<file path="src/rtl/lfsr_rand_pkg.sv">
// Shared constants, state encoding and step function for the LFSR random arbiter.
package lfsr_rand_pkg;

    localparam int LFSR_W = 28;
    localparam int TAP_A  = 27;
    localparam int TAP_B  = 23;
    localparam int TAP_C  = 16;
    localparam int TAP_D  = 0;

    // XNOR feedback locks up in all-ones, so all-zero is a legal state.
    localparam logic [LFSR_W-1:0] LFSR_LOCK = 28'hFFFFFFF;

    typedef enum logic [1:0] {
        IDLE  = 2'd0,
        DRAW  = 2'd1,
        GRANT = 2'd2
    } state_t;

    function automatic logic [LFSR_W-1:0] lfsr_step(input logic [LFSR_W-1:0] s);
        return {s[LFSR_W-2:0], ~(s[TAP_A] ^ s[TAP_B] ^ s[TAP_C] ^ s[TAP_D])};
    endfunction

endpackage

</file>
<file path="src/rtl/lfsr28_seedable.sv">
// Free-running 28-bit XNOR LFSR with a seed load port that never admits the lock-up state.
module lfsr28_seedable
    import lfsr_rand_pkg::*;
(
    input  logic              clk,
    input  logic              reset,
    input  logic              seed_load,
    input  logic [LFSR_W-1:0] seed,
    output logic [LFSR_W-1:0] state
);

    always_ff @(posedge clk or posedge reset) begin
        if (reset) begin
            state <= '0;
        end else if (seed_load) begin
            state <= (seed == LFSR_LOCK) ? '0 : seed;
        end else begin
            state <= lfsr_step(state);
        end
    end

endmodule

</file>
<file path="src/rtl/lfsr_rand_arbiter.sv">
// Round-robin arbiter handing out bounded random values from one shared LFSR,
// using rejection sampling with a capped number of draws per grant.
module lfsr_rand_arbiter
    import lfsr_rand_pkg::*;
#(
    parameter int NREQ      = 4,
    parameter int OUT_W     = 8,
    parameter int MAX_TRIES = 8
) (
    input  logic                   clk,
    input  logic                   reset,
    input  logic                   seed_load,
    input  logic [LFSR_W-1:0]      seed,
    input  logic [NREQ-1:0]        req,
    input  logic [NREQ*OUT_W-1:0]  bound,
    output logic [NREQ-1:0]        gnt,
    output logic                   rnd_valid,
    output logic [OUT_W-1:0]       rnd_data,
    output logic                   busy
);

    localparam int IDX_W = $clog2(NREQ);
    localparam int TRY_W = $clog2(MAX_TRIES) + 1;
    localparam logic [TRY_W-1:0] LAST_TRY = TRY_W'(MAX_TRIES - 1);

    if (NREQ < 2 || NREQ > 8 || OUT_W < 1 || OUT_W > 16 || MAX_TRIES < 1) begin : g_bad_param
        $error("lfsr_rand_arbiter: unsupported parameter set");
    end

    logic [LFSR_W-1:0] lfsr;
    logic [OUT_W-1:0]  cand;
    logic              unused_lfsr_hi;

    lfsr28_seedable u_lfsr (
        .clk       (clk),
        .reset     (reset),
        .seed_load (seed_load),
        .seed      (seed),
        .state     (lfsr)
    );

    // Only the low OUT_W bits form a candidate; the rest just feed the shift chain.
    assign cand           = lfsr[OUT_W-1:0];
    assign unused_lfsr_hi = ^lfsr[LFSR_W-1:OUT_W];

    logic [OUT_W-1:0] bound_arr [NREQ];
    for (genvar i = 0; i < NREQ; i++) begin : g_bound
        assign bound_arr[i] = bound[i*OUT_W +: OUT_W];
    end

    state_t           state, state_next;
    logic [IDX_W-1:0] idx, idx_next;
    logic [IDX_W-1:0] last, last_next;
    logic [OUT_W-1:0] bnd, bnd_next;
    logic [TRY_W-1:0] tries, tries_next;
    logic             accept;
    logic [OUT_W-1:0] accept_val;

    logic             pick_found;
    logic [IDX_W-1:0] pick_idx;
    logic [IDX_W-1:0] probe;

    // Search starts just after the last winner and wraps, so the last winner is checked last.
    always_comb begin
        pick_found = 1'b0;
        pick_idx   = '0;
        probe      = '0;
        for (int k = 1; k <= NREQ; k++) begin
            probe = IDX_W'((int'(last) + k) % NREQ);
            if (!pick_found && req[probe]) begin
                pick_found = 1'b1;
                pick_idx   = probe;
            end
        end
    end

    always_comb begin
        state_next = state;
        idx_next   = idx;
        last_next  = last;
        bnd_next   = bnd;
        tries_next = tries;
        accept     = 1'b0;
        accept_val = '0;
        case (state)
            IDLE: begin
                if (pick_found) begin
                    idx_next   = pick_idx;
                    bnd_next   = bound_arr[pick_idx];
                    tries_next = '0;
                    state_next = DRAW;
                end
            end
            DRAW: begin
                if (!req[idx]) begin
                    state_next = IDLE;
                end else if (bnd == '0 || cand < bnd) begin
                    accept     = 1'b1;
                    accept_val = cand;
                    state_next = GRANT;
                end else if (tries == LAST_TRY) begin
                    // Masking by bound-1 keeps the fallback strictly below bound.
                    accept     = 1'b1;
                    accept_val = cand & (bnd - OUT_W'(1));
                    state_next = GRANT;
                end else begin
                    tries_next = tries + TRY_W'(1);
                end
            end
            GRANT: begin
                last_next  = idx;
                state_next = IDLE;
            end
            default: state_next = IDLE;
        endcase
    end

    always_ff @(posedge clk or posedge reset) begin
        if (reset) begin
            state     <= IDLE;
            idx       <= '0;
            last      <= IDX_W'(NREQ - 1);
            bnd       <= '0;
            tries     <= '0;
            gnt       <= '0;
            rnd_valid <= 1'b0;
            rnd_data  <= '0;
        end else begin
            state     <= state_next;
            idx       <= idx_next;
            last      <= last_next;
            bnd       <= bnd_next;
            tries     <= tries_next;
            gnt       <= '0;
            rnd_valid <= 1'b0;
            if (accept) begin
                gnt       <= NREQ'(1) << idx;
                rnd_valid <= 1'b1;
                rnd_data  <= accept_val;
            end
        end
    end

    assign busy = (state != IDLE);

endmodule

</file>
<file path="config.mk">
export PLATFORM = sky130hd
export DESIGN_NAME = lfsr_rand_arbiter
export DESIGN_NICKNAME = d
export VERILOG_FILES = /design/src/rtl/lfsr_rand_pkg.sv /design/src/rtl/lfsr28_seedable.sv /design/src/rtl/lfsr_rand_arbiter.sv
export SDC_FILE = /design/constraint.sdc
export NUM_CORES = 1
export LEC_CHECK = 0
export ABC_AREA = 1
export BUFFER_PORTS_ARGS = -buffer_cell sky130_fd_sc_hd__buf_2
export CAP_MARGIN = 20
export CORE_ASPECT_RATIO = 2
export CORE_MARGIN = 2
export CORE_UTILIZATION = 49
export DETAILED_ROUTE_END_ITERATION = 10
export MAX_ROUTING_LAYER = met4
export PLACE_DENSITY = 0.77
export SYNTH_ARGS = -nofsm -noshare
export SYNTH_HDL_FRONTEND = slang
export SYNTH_SLANG_ARGS = --single-unit
</file>
<file path="constraint.sdc">
create_clock -name clk -period 2.1 [get_ports clk]
set_clock_uncertainty 0.15 [all_clocks]
set_input_delay 0.105 -clock clk [delete_from_list [all_inputs] [get_ports clk]]
set_output_delay 0.105 -clock clk [all_outputs]
set_load 0.01 [all_outputs]
</file>
==> run metrics <==
hold crit path type in2reg; RePlAce Congestion 0.884; Final Setup Violations 6; TritonCTS clock tree built; share of the yosys chip area belonging to registers between 40% and 50%; YS warnings 0; Iter 0 DRT Violations approximately 250; flop-to-flop setup slack -0.04 ns; Final Hold Viols 1; crit path cell chain inv_4 > nand2_1 > nand2_2 > nand2_2 > nand2_4 > nor2_4 > nand3_4 > buf_6 > nand4_1 > nand3_1 > nand2_1 > nand2_1 > nand2_1; number of global-route vias before repair 3743; DR WL met3 approximately 580 um; Combinational Power Share between 50 and 60%; routed len/inst 14.8 um; Port Buf Inserts 80; fmax between 400 and 500 MHz; worst slack at placement -0.0629 ns; met1 wire length about 3500 um; CP max-delay cell dfstp_2; Crit path max-delay family simple AND/OR/NAND/NOR gates; Worst Hold End bnd[6]$_DFFE_PP0P_; Yosys cell types 32; die height roughly 120 um; Final nets 697; hold slack -0.00966 ns; RR Endpoint bnd[5]$_DFFE_PP0P_; WL met2 a little under 6000 um; Top cell by count, worst path nand2_1; Req. time, crit path around 2.2 ns; clock latency on the worst-skew pair 0.33 ns; Avg Inst Size Synth 7.25 um2; Die Wd 62.7 um; cell type with the largest total area after synthesis dfrtp_1; area of the mapped netlist 3380 um2; peak fanout along the critical path 8; Arr. time, crit path 2.26 ns; area delta synth->final 47.5%; internal power 3.98 mW; RSZ-0062 raised after global routing true; failing checks negative hold slack, negative setup slack; share of cells above drive strength 1 between 20 and 30%; switch share 43.7%; first-pass GRT wire length 16100 um; num ports slightly above 80; DRC Markers 0; r2r startpoint last[0]$_DFFE_PP1N_; Gate Count Post-Synth 466; final wirelength approximately 11000 um; FF+latch count, synth 59; Final Instance Area 4980 um2; max_cap viols 0; hold wc startpoint bound[30]; total congestion overflow 0; Psw 3.10 mW; CP Buf/Inv Count 2; PnR worst setup slack -0.0443 ns; Seq pwr share around a quarter; total power 7.08 mW; clk slew on worst S/H paths around 0.050 ns; antenna violations before repair 0; CP Launch Type flip-flop; H-Tree Depth 3; status finished, violations left; power density over cell area about 1400 nW/um2; fin crit share 102%; final core utilization between 70% and 80%; clock power share between 20% and 30%; Overall Global Routing Usage 28.5%; hpwl dp between 6000 and 7000 um; highest routed layer met4; worst-margin pin slew 0.598 ns; largest net degree at the start of global routing 34; Max Buffers Root-to-Sink 2; Starting Density 51.0%; root buffer cell clkbuf_16; share of the synthesized area in the top cell type approximately 42%; worst hold path stage count 4; minimum clock period 2.14 ns; Final Slew Violations 0; syn_nets 543; Crit. End Element flip-flop; slowest stage delay, CP approximately 0.60 ns; TritonCTS Buffers 9; static leakage 2.73 nW; clk sinks 59; R2R cell count 13; DR vias/cell roughly 5.2; Post-DP Area 4000 um2; via count 3740; area of the die 7610 um2; antenna-violating nets left 0; Pre-Repair DR Iteration Count 8; Crit. path cell count 13; Core Box Area 6620 um2; Std-Cell Rows 42; ANT cells 0; Rel. slew slack 60.1%; synth top area cells dfrtp_1, nand2_1, inv_1, nand3_1, ha_1; Crit Path Class reg2reg; worst vdd ir approximately 970 uV
[logic make-up after synthesis]
kind of cell	count (synthesis)	share of synthesized area [%]
AND/OR/NAND/NOR	290	37.0
buffers and inverters	67	8.26
XOR/XNOR	8	2.07
AO/OA/AOI/OAI	32	5.11
adder cells (fa/ha/maj)	10	3.71
flip-flops	59	43.8
[cell usage after synthesis, drive strengths merged]
| cell | instances |
|---|---|
| a21oi | 7 |
| inv | 57 |
| clkbuf | 4 |
| dfstp | 2 |
| nor3 | 3 |
| nand3 | 41 |
| nor4 | 2 |
| xor2 | 6 |
| ha | 10 |
| o21ai | 19 |
| a31oi | 1 |
| buf | 6 |
| dfrtp | 57 |
| o211ai | 3 |
| o22ai | 1 |
| nand2 | 208 |
| xnor2 | 2 |
| or2 | 4 |
| nand4 | 14 |
| nor2 | 18 |
| a211oi | 1 |
[registers in the layout (all words and copies together) (netlist names)]
signal and flops:
idx 2, rnd_valid 1, tries 4, state 2, gnt 4, rnd_data 8, bnd 8, last 2
u_lfsr.state 28
[stage by stage]
stage,hold slack [ns],cells,TNS [ns]
6_report,-0.00966,713,-0.169
5_1_grt,0.00417,713,-1.77
4_1_cts,0.00457,701,-0.0474
3_5_place_dp,0.0585,642,-0.127
3_3_place_gp,0.0491,642,0
2_1_floorplan,0.0646,466,0
[timing repair]
item | CTS | global route
setup endpoints to repair | 7 | 25
hold buffers | 42 | 0
hold endpoints to repair | 57 | 0
pin swaps | 1 | 20
buffers inserted | 0 | 9
gates resized for setup | 2 | 43
gates cloned | 1 | 3
[layout by cell type, fill, tap and decap left out, drive strengths merged, types with 2 or more instances in the layout]
cell type	count
dlygate4sd3	42
clkinv	2
dfrtp	57
nand3	44
clkbuf	14
nor2	18
xor2	6
a21oi	7
or2	4
nand2	208
o21ai	19
nand4	14
nor3	3
o211ai	3
ha	10
xnor2	2
nor4	2
dfstp	2
inv	57
buf	107
[power by group through the flow]
stage,sequential (mW),clock (mW),combinational [mW]
2_1_floorplan,1.67,0,2.18
3_3_place_gp,1.68,0,2.99
3_5_place_dp,1.69,0,3.07
4_1_cts,1.68,1.45,3.25
5_1_grt,1.73,1.49,4.36
6_report,1.69,1.42,3.97
[area by class of cell]
cell class / count / area [um2]
tap: 88 / 110
clock buffer: 13 / 250
inverter: 57 / 216
sequential: 59 / 1480
fill: 489 / 1640
timing repair buffer: 150 / 1100
multi-input combinational: 343 / 1790
clock inverter: 3 / 40.0
[worst reg2reg max path: cells and delay by family, from the launching register on]
family	cells	cell delay, ns
AND/OR/NAND/NOR	11	1.04
buffers and inverters	2	0.28
flip-flops	1	0.60
[per-layer routing]
metal	vias up	global-route usage, %
li1	1784	-
met1	1711	26.4
met2	197	53.9
met3	48	4.36
met4	0	16.8
met5	-	-
[worst max-delay path by stage]
stage,startpoint,endpoint,slack [ns]
detailed placement,last[0]$_DFFE_PP1N_,bnd[6]$_DFFE_PP0P_,-0.06
global placement,last[0]$_DFFE_PP1N_,bnd[7]$_DFFE_PP0P_,0.01
CTS,last[0]$_DFFE_PP1N_,bnd[4]$_DFFE_PP0P_,-0.02
global route,last[0]$_DFFE_PP1N_,bnd[4]$_DFFE_PP0P_,-0.17
floorplan,last[0]$_DFFE_PP1N_,bnd[1]$_DFFE_PP0P_,0.12
finish,last[0]$_DFFE_PP1N_,bnd[5]$_DFFE_PP0P_,-0.04
Power figures use the tool's default switching activity.
